`src/rtl/fetch_sequencer.sv`:
```
// Dual-issue PC sequencer with fetch queue; entries visible to decode 1 cycle after fetch.
// Fetch stops when the queue is full unless decode dequeues in the same cycle; redirect flushes.
module fetch_sequencer #(
  parameter int                    PC_WIDTH = 16,
  parameter int                    FQ_DEPTH = 4,
  parameter logic [PC_WIDTH-1:0]   RESET_PC = '0
) (
  input  logic                         clk,
  input  logic                         rst_n,
  output logic [PC_WIDTH-1:0]          pc,
  output logic                         imem_en,
  input  logic [31:0]                  instr1_in,
  input  logic [31:0]                  instr2_in,
  input  logic                         pred_hit,
  input  logic                         pred_taken,
  input  logic [PC_WIDTH-1:0]          pred_target,
  input  logic                         redirect_valid,
  input  logic [PC_WIDTH-1:0]          redirect_target,
  input  logic                         hlt,
  input  logic                         dec_ready,
  output logic                         dec_valid,
  output logic [31:0]                  dec_instr1,
  output logic [31:0]                  dec_instr2,
  output logic [PC_WIDTH-1:0]          dec_pc,
  output logic                         dec_pred_taken,
  output logic [$clog2(FQ_DEPTH):0]    fq_count,
  output logic                         halted
);

  localparam int PTR_W = $clog2(FQ_DEPTH);
  localparam int CNT_W = PTR_W + 1;
  localparam logic [CNT_W-1:0] FQ_FULL = CNT_W'(FQ_DEPTH);

  typedef enum logic {RUN, HALT} state_t;

  typedef struct packed {
    logic [31:0]         instr1;
    logic [31:0]         instr2;
    logic [PC_WIDTH-1:0] pc;
    logic                pred_taken;
  } fq_entry_t;

  state_t              state, state_nxt;
  logic [PC_WIDTH-1:0] pc_nxt;
  logic [PTR_W-1:0]    head_ptr, head_nxt, tail_ptr, tail_nxt;
  logic [CNT_W-1:0]    cnt, cnt_nxt;
  fq_entry_t           fq_mem [FQ_DEPTH];
  fq_entry_t           head_ent;
  logic                deq, can_enq, enq, taken;

  always_ff @(posedge clk or negedge rst_n) begin
    if (!rst_n) begin
      state    <= RUN;
      pc       <= RESET_PC;
      head_ptr <= '0;
      tail_ptr <= '0;
      cnt      <= '0;
    end else begin
      state    <= state_nxt;
      pc       <= pc_nxt;
      head_ptr <= head_nxt;
      tail_ptr <= tail_nxt;
      cnt      <= cnt_nxt;
    end
  end

  // Storage needs no reset: outputs are masked by dec_valid while empty.
  always_ff @(posedge clk) begin
    if (enq) fq_mem[tail_ptr] <= '{instr1: instr1_in, instr2: instr2_in, pc: pc, pred_taken: taken};
  end

  always_comb begin
    state_nxt = state;
    pc_nxt    = pc;
    head_nxt  = head_ptr;
    tail_nxt  = tail_ptr;
    cnt_nxt   = cnt;
    taken     = pred_hit & pred_taken;
    deq       = dec_valid & dec_ready;
    can_enq   = (state == RUN) && ((cnt < FQ_FULL) || deq);
    imem_en   = can_enq & ~redirect_valid;
    enq       = imem_en & ~hlt;

    if (redirect_valid) begin
      // Flush also cancels a halt that was fetched down the wrong path.
      state_nxt = RUN;
      pc_nxt    = redirect_target;
      head_nxt  = '0;
      tail_nxt  = '0;
      cnt_nxt   = '0;
    end else begin
      if (hlt) state_nxt = HALT;
      if (enq) begin
        pc_nxt   = taken ? pred_target : pc + PC_WIDTH'(2);
        tail_nxt = tail_ptr + PTR_W'(1);
      end
      if (deq) head_nxt = head_ptr + PTR_W'(1);
      case ({enq, deq})
        2'b10:   cnt_nxt = cnt + CNT_W'(1);
        2'b01:   cnt_nxt = cnt - CNT_W'(1);
        default: cnt_nxt = cnt;
      endcase
    end
  end

  assign head_ent       = fq_mem[head_ptr];
  assign dec_valid      = (cnt != '0);
  assign dec_instr1     = dec_valid ? head_ent.instr1 : '0;
  assign dec_instr2     = dec_valid ? head_ent.instr2 : '0;
  assign dec_pc         = dec_valid ? head_ent.pc : '0;
  assign dec_pred_taken = dec_valid & head_ent.pred_taken;
  assign fq_count       = cnt;
  assign halted         = (state == HALT);

endmodule
```
`config.mk`:
```
export PLATFORM = sky130hd
export DESIGN_NAME = fetch_sequencer
export DESIGN_NICKNAME = d
export VERILOG_FILES = /design/src/rtl/fetch_sequencer.sv
export SDC_FILE = /design/constraint.sdc
export NUM_CORES = 1
export LEC_CHECK = 0
export ABC_AREA = 1
export CORE_ASPECT_RATIO = 1.75
export CORE_MARGIN = 3
export CORE_UTILIZATION = 55
export DETAILED_ROUTE_END_ITERATION = 10
export PLACE_DENSITY = 0.81
export RECOVER_POWER = 50
export SLEW_MARGIN = 10
export SYNTH_ARGS = -nofsm -noshare
export SYNTH_HDL_FRONTEND = slang
export SYNTH_SLANG_ARGS = --single-unit
```
`constraint.sdc`:
```
create_clock -name clk -period 8.6 [get_ports clk]
set_clock_uncertainty 0.1 [all_clocks]
set_input_delay 1.72 -clock clk [delete_from_list [all_inputs] [get_ports clk]]
set_output_delay 1.72 -clock clk [all_outputs]
set_load 0.1 [all_outputs]
```
=== Yosys cells after proc, flatten, opt, wreduce, memory -nomap -nowiden ===
Memories as Yosys holds them, arrays and structs flattened.
Index checks and enable logic that the tools add are counted.

* Bitwise logic cells: 8
* Mux-type cells: 16
* $add $sub $neg: 5
* Eq/ne operators: 2
* Reduce and logical (&&, ||, !) cells: 7
* Order comparisons: 1

{| class="wikitable"
|+ Operators by type and width
! cell !! number
|-
| 2-to-1 mux 16 bit || 4
|-
| 2-to-1 mux 32 bit || 2
|-
| adder 16 x 2 -> 16 bit (second input constant) || 1
|-
| 2-to-1 mux 2 bit || 4
|-
| case mux 3 bit (2 select lines) || 1
|-
| nonzero test 2 bit || 3
|-
| nonzero test 3 bit || 2
|-
| bitwise AND 1 bit || 5
|-
| adder 2 x 1 -> 2 bit (second input constant) || 2
|-
| 2-to-1 mux 1 bit || 4
|-
| adder 3 x 1 -> 3 bit (second input constant) || 1
|-
| less-than comparator 3 bit (second input constant) || 1
|-
| 2-to-1 mux 3 bit || 1
|-
| NOT 1 bit || 3
|-
| subtractor 3 x 1 -> 3 bit (second input constant) || 1
|-
| equality test 2 x 1 -> 1 bit (second input constant) || 1
|-
| equality test 2 bit (second input constant) || 1
|-
| logical AND 1 bit || 1
|-
| logical OR 1 bit || 1
|}

* Word-level logic and storage cells: 45
* Input bits: 103
* Register bits after elaboration: 24
* Memory bits (writable): 324
* Output and inout bits: 103
* Memories: 1

{| class="wikitable"
|+ Memory list
! memory !! words !! bits a word !! rd ports !! clocked after memory_dff !! write ports !! RTL line !! RTL
|-
| fq_mem || 4 || 81 || 1 || 0 || 1 || 47 || <nowiki>fq_entry_t fq_mem [FQ_DEPTH];</nowiki>
|}

=== Depth between registers and ports, before layout ===
Gate-level depths: netlist of the first run.

* Depth in word-level cells: 9
* Gate-level depth with buffers: 10
* Mapped depth without buffers: 10

=== Worst setup path after synthesis of the first run ===
Ideal clock, no wire load.

* Path type: input-to-reg
* Start point: input hlt
* End point: memory fq_mem[0][0] in the netlist's numbering (enable)
* Stages on the path: 3
* Setup slack: 2.481 ns
* Arrival time: 5.497 ns
* Library setup time: 0.521 ns
* Buffers on the path: 0
* Data required time: 7.979 ns
* Path through: nor2_1 > nand3_4 > nor2_1

* Cells in the longest elaborated chain, start to end: 4

{| class="wikitable"
|+ Ends and longest elaborated chain
! item !! RTL line !! RTL
|-
| start, declared || 19 || <nowiki>input logic hlt,</nowiki>
|-
| NOT 1 bit || 82 || <nowiki>enq = imem_en & ~hlt;</nowiki>
|-
| bitwise AND 1 bit || 82 ||
|-
| 2-to-1 mux 1 bit || 69 || <nowiki>if (enq) fq_mem[tail_ptr] <= '{instr1: instr1_in, instr2: instr2_in, pc: pc, pred_taken: taken};</nowiki>
|-
| 2-to-1 mux 1 bit (not written as such) || 69 ||
|-
| end, declared || 47 ||
|}

Every way passes these cells.

=== Final worst setup path of the first run ===
* Start point: input redirect_valid
* End point: output imem_en

* Cells in the longest elaborated chain, start to end: 2

{| class="wikitable"
|+ Ends and longest elaborated chain
! item !! RTL line !! RTL
|-
| start, declared || 17 || <nowiki>input logic redirect_valid,</nowiki>
|-
| NOT 1 bit || 81 || <nowiki>imem_en = can_enq & ~redirect_valid;</nowiki>
|-
| bitwise AND 1 bit || 81 ||
|-
| end, declared || 11 || <nowiki>output logic imem_en,</nowiki>
|}

Every way passes these cells.

==> flow_metrics.py, run 1 <==
metrics = {
    "outcome": {
        "outcome": "complete, but fails checks",
        "failed_checks": "max-capacitance violations, max-slew violations",
    },
    "min_path": {
        "hold_start": "halted",
        "hold_class": "flop to flop",
        "hold_end": "halted",
        "worstHoldPathCells": 2,
    },
    "logic_synthesis": {
        "synth_commonest_cells": "359 x nor2_1, 324 x edfxtp_1, 118 x o21ai_0",
        "async_reset_ff_frac": 0.0690,
        "yosysTopAreaCellShare": 0.680,
        "yosys.area_share.simple": 0.139,
        "synth_ff_type": "edfxtp_1",
        "yosys.cell_count.top_type": "nor2_1",
        "synthCells": 1236,
        "yosysWarnings": 0,
        "synth_edf_count": 324,
        "yosys.area.top_type": "edfxtp_1",
        "syn_area_um2": 14300,
        "syn_nets": 1345,
        "synth_area_leaders": "edfxtp_1 68%, nor2_1 9.4%, dfrtp_1 4.2%, o21ai_0 4.1%, a21oi_1 2.9%",
        "synth.area.mux_share": 0,
        "syn_area_per_cell_um2": 11.6,
        "ys_types": 30,
        "synth_xor_area_frac": 0.00367,
        "synth-adder-area-share": 0.00577,
        "synth-seq-area-share": 0.722,
        "synth-seq-cells": 348,
        "synth-compound-area-share": 0.0952,
        "synth_top_family_by_area": "simple AND/OR/NAND/NOR gates",
    },
    "cts": {
        "clockBufferDepth": 3,
        "postCtsSetupBuffers": 0,
        "cts_root_buffer": "clkbuf_16",
        "clock_sinks": 348,
        "h-tree-depth": 1,
        "clkLatencyLatePin_ns": 0.54,
        "cts_tree": "yes",
        "cts.clk_slew.worst_paths_ns": 0.07,
        "cts_hold_buf": 0,
        "cts_buffers": 28,
        "ctsResizeCount": 0,
    },
    "timing": {
        "min_period_over_period": 0.747,
        "rsz0062_at_grt": "no",
        "finalHoldViolations": 0,
        "max_slew_margin": -0.572,
        "fin_crit_ns": 6.43,
        "worst_pin_slew_ns": 2.35,
        "max_freq_mhz": 156,
        "final-setup-viol-count": 0,
        "hold_ws_ns": 0.454,
        "fin_tns_setup_ns": 0,
        "maxSlewViolCount": 25,
    },
    "grt": {
        "busiest_layer": "met2",
        "use_met3": 0.0348,
        "met2_usage": 0.420,
        "grt_antenna_before_repair": 6,
        "grt_pass1_vias": 9798,
        "grt_use_met1": 0.265,
        "grt_pass1_wl_um": 50100,
        "grt_use_total": 0.226,
        "grt_max_degree": 102,
        "grt-ovfl-total": 0,
    },
    "power_and_ir_drop": {
        "switching_share": 0.397,
        "p_leak_uw": 0.00609,
        "p_sw_uw": 1960,
        "p_comb_frac": 0.341,
        "powerDensity_nw_per_um2": 284,
        "power.total_uw": 4940,
        "ir_drop_v": 0.000235,
        "p_clk_frac": 0.257,
        "seqPwrFrac": 0.402,
        "p_int_uw": 2980,
    },
    "setup_path": {
        "cp-start-kind": "primary input",
        "ff2ff_setup_slack_ns": 4.38,
        "crit_type": "primary input to output port",
        "cp-end-kind": "output port",
        "reg2reg_to": "fq_mem[1][74]",
        "cp_max_fo": 36,
        "reg2reg_depth": 4,
        "required_ns": 6.78,
        "reg2reg_from": "fq_count[2]",
        "arrival_ns": 4.61,
    },
    "route": {
        "drcViolationCount": 0,
        "drtAntennaViolNets": 0,
        "drt-initial-drc-count": 837,
        "viasPerCell": 5.57,
        "vias": 9752,
        "dr.pass1.iters": 6,
        "wl_per_cell_um": 18.4,
        "finalWirelength_um": 32200,
    },
    "die": {
        "io_pins": 206,
        "core_area_um2": 25400,
        "dieArea_um2": 28100,
        "initial_core_util": 0.562,
        "dieWidth_um": 128,
        "fp.dieH_um": 219,
        "rows": 77,
    },
    "layout": {
        "area_delta_synth_final_pct": 21.6,
        "nets": 1521,
        "fillers": 1816,
        "drive_above_1_share": 0.0517,
    },
    "placement": {
        "dp_hpwl_um": 18700,
        "gp_congestion": 0.845,
        "io_buffers": 205,
    },
    "job": {
        "cap_violations": 1,
    },
}
[cell families (layout without fill, tap and decap cells)]
group	after synthesis	in the layout
flops	348	348
fa+ha+maj	6	6
compound gates	268	268
buf+inv	103	299
simple gates	505	505
other cells	0	2
xor+xnor	6	6
[power by group through the flow]
| stage | combinational, uW | clock, uW | sequential (uW) |
|---|---|---|---|
| 2_1_floorplan | 1200 | 0 | 2090 |
| 3_3_place_gp | 1680 | 0 | 2020 |
| 3_5_place_dp | 1700 | 0 | 2020 |
| 4_1_cts | 1700 | 1290 | 1990 |
| 5_1_grt | 1760 | 1360 | 1990 |
| 6_report | 1680 | 1270 | 1990 |
[critical path, stage by stage]
cell and delay, ns:
dlygate4sd3_1 0.66, clkinvlp_2 0.90, nand2_1 0.29, nor2_1 0.06, clkdlybuf4s50_1 0.96
[per-stage QoR]
step                std cells  utilization  worst slack (ns)  instance area, um2
floorplan                1236            -              2.48               14300
global placement         1698        0.649              2.78               16500
detailed placement       1698        0.649              2.71               16500
CTS                      1748        0.686              2.13               17400
global route             1750        0.684              1.92               17400
finish                   1750        0.684              2.17               17400
[cell usage in the layout, fill, tap and decap left out, types with 22 or more instances in the layout]
cell type and n:
nor2_1 358, edfxtp_1 324, clkdlybuf4s50_1 138, o21ai_0 122, nand2_1 108, a21oi_1 84, dlygate4sd3_1 67, o21ai_1 54
clkbuf_16 31, inv_1 28, dfrtp_1 22
[final cells by class]
| cell class | count | area, um2 | share of cell area |
|---|---|---|---|
| well taps | 316 | 395 | 0.0227 |
| diodes | 2 | 5.00 | 0.000288 |
| clock inverters | 12 | 92.6 | 0.00532 |
| clock buffers | 38 | 832 | 0.0478 |
| multi-input cells | 785 | 3470 | 0.199 |
| flip-flops and latches | 348 | 10300 | 0.594 |
| inverters | 34 | 136 | 0.00784 |
| repair buffers | 215 | 2120 | 0.122 |
[worst max path at each step]
stage | end | cells past startpoint | slack (ns) | start
2_1_floorplan | fq_mem[0][0] | 3 | 2.48 | hlt
3_3_place_gp | dec_instr1[1] | 5 | 2.78 | head_ptr[0]
3_5_place_dp | dec_instr1[1] | 5 | 2.71 | head_ptr[0]
4_1_cts | dec_instr1[1] | 5 | 2.13 | head_ptr[0]
5_1_grt | fq_mem[1][52] | 5 | 1.92 | redirect_valid
6_report | imem_en | 5 | 2.17 | redirect_valid
[flip-flops by register name (all words and copies together), names as in the netlist]
signal    cells
head_ptr      2
tail_ptr      2
halted        1
fq_count      3
pc           16
fq_mem      324
[layer usage]
metal / vias up / share of wire
met5: - / 0.0012
met4: 8 / 0.027
met3: 68 / 0.059
met2: 328 / 0.54
met1: 4713 / 0.37
li1: 4635 / -
Power figures use the tool's default switching activity.
==> inputs of run 2 (changes only) <==
Settings changed: CORE_UTILIZATION 55 to 49, PLACE_DENSITY 0.81 to 0.76.
Clock period 8.6 ns to 5.19 ns, I/O delays scaled along.
==> flow_metrics.py, run 2 (synthesis gave the netlist of run 1 again) <==
metrics = {
    "setup_path": {
        "reg2reg_depth": 4,
        "cp_max_fo": 81,
        "reg2reg_from": "halted",
        "crit_slowest_cell": "clkinvlp_2",
        "arrival_ns": 4.28,
        "crit_start": "redirect_valid",
        "crit_type": "primary input to flop",
        "cp-start-kind": "primary input",
        "max_stage_delay_ns": 0.89,
        "worstPathCellList": "dlygate4sd3_1, clkinvlp_2, nand3_1, nor2_4, clkbuf_4",
        "crit_family": "buffers and inverters",
        "ff2ff_setup_slack_ns": 2.35,
        "required_ns": 5.11,
        "critPathBufInv": 3,
        "reg2reg_to": "fq_mem[0][69]",
        "cp-end-kind": "flop",
    },
    "outcome": {
        "outcome": "finished clean",
    },
    "layout": {
        "nets": 1526,
        "top_register": "fq_mem",
        "mostFrequentLayoutCell": "nor2_1",
        "largest_reg_flops": 324,
        "fin_cells": 1815,
        "layout_common_cells": "362 x nor2_1, 324 x edfxtp_1, 122 x o21ai_0",
        "drive_above_1_share": 0.106,
        "area_delta_synth_final_pct": 21.0,
        "final_area_um2": 17300,
    },
    "placement": {
        "placed_area_um2": 16500,
        "gp_congestion": 0.802,
        "io_buffers": 205,
        "dp_hpwl_um": 18700,
        "place_inst": 1764,
    },
    "cts": {
        "cts_tree": "yes",
        "postCtsSetupBuffers": 0,
        "clkLatencyLatePin_ns": 0.54,
        "cts_buffers": 29,
        "cts_root_buffer": "clkbuf_16",
        "clockBufferDepth": 3,
        "cts.clk_slew.worst_paths_ns": 0.06,
        "clock_sinks": 348,
        "ctsResizeCount": 0,
        "h-tree-depth": 1,
        "cts_hold_buf": 0,
    },
    "timing": {
        "maxSlewViolCount": 0,
        "fin_crit_ns": 4.35,
        "rsz0062_at_grt": "no",
        "hold_ws_ns": 0.484,
        "max_slew_margin": 0.0951,
        "max_freq_mhz": 230,
        "worst_pin_slew_ns": 1.36,
        "finalHoldViolations": 0,
        "final-setup-viol-count": 0,
        "min_period_over_period": 0.839,
    },
    "route": {
        "finalWirelength_um": 31800,
        "drcViolationCount": 0,
        "dr.pass1.iters": 5,
        "viasPerCell": 5.37,
        "drt-initial-drc-count": 589,
        "vias": 9742,
        "drtAntennaViolNets": 0,
        "wl_per_cell_um": 17.5,
    },
    "die": {
        "io_pins": 206,
        "core_area_um2": 28700,
        "dieArea_um2": 31400,
        "fp.dieH_um": 232,
        "dieWidth_um": 135,
        "initial_core_util": 0.498,
        "rows": 82,
    },
    "power_and_ir_drop": {
        "ir_drop_v": 0.000320,
        "p_leak_uw": 0.00625,
        "power.total_uw": 8070,
        "powerDensity_nw_per_um2": 466,
    },
    "grt": {
        "grt_pass1_vias": 9528,
        "grt-ovfl-total": 0,
        "grt_pass1_wl_um": 48400,
        "grt_antenna_before_repair": 7,
        "grt_max_degree": 107,
        "grt_use_total": 0.196,
    },
    "min_path": {
        "hold_start": "pc[0]",
        "worstHoldPathCells": 0,
        "hold_end": "fq_mem[2][1]",
        "hold_class": "flop to flop",
    },
    "job": {
        "cap_violations": 0,
    },
}
-- run 2: changes by cell type in the layout (fill, tap and decap cells not counted), sizes merged --
cell	delta
bufinv	+1
clkinv	+2
clkinvlp	-1
buf	+85
clkdlybuf4s50	-82
clkbuf	-1
inv	-1
-- run 2: power by group --
part / internal (uW) / leakage, uW / total [uW] / switching, uW
clock network: 1120 / 0.000425 / 2030 / 911
logic: 532 / 0.00260 / 2760 / 2230
registers: 3180 / 0.00323 / 3280 / 105
total: 4830 / 0.00625 / 8070 / 3240
-- run 2: layout make-up --
class	count	area (um2)
Clock inverter	13	121
Multi-Input combinational cell	785	3470
Antenna cell	2	5.00
Clock buffer	36	752
Inverter	34	139
Timing Repair Buffer	219	2010
Tap cell	378	473
Sequential cell	348	10300
Fill cell	2263	11400
-- run 2: metal layers --
layer / GRT usage / vias to the layer above / routed length (um)
met5: 0 / - / 54
met4: 0.0820 / 8 / 996
met3: 0.0351 / 75 / 1780
met2: 0.357 / 296 / 16900
met1: 0.225 / 4718 / 12100
li1: - / 4645 / -
-- run 2: how the worst max path moves through the flow --
stage	to	slack, ns	cells after the start
2_1_floorplan	fq_mem[0][0]	-0.25	3
3_3_place_gp	fq_mem[1][70]	1.47	5
3_5_place_dp	fq_mem[1][75]	1.43	5
4_1_cts	dec_instr2[19]	0.88	5
5_1_grt	fq_mem[0][75]	0.51	5
6_report	fq_mem[0][69]	0.84	5
-- run 2: worst reg2reg max path: cells and delay by family, from the launching register on --
| kind | cells | cell delay, ns |
|---|---|---|
| flip-flops | 1 | 0.40 |
| AND/OR/NAND/NOR | 3 | 0.84 |
| buffers and inverters | 1 | 1.05 |
-- run 2: per-stage QoR --
stage	utilization	setup TNS, ns	setup WS (ns)
detailed placement	0.574	0	1.43
CTS	0.604	0	0.881
global route	0.602	0	0.508
finish	0.602	0	0.836
global placement	0.574	0	1.47
floorplan	-	-79.91	-0.247
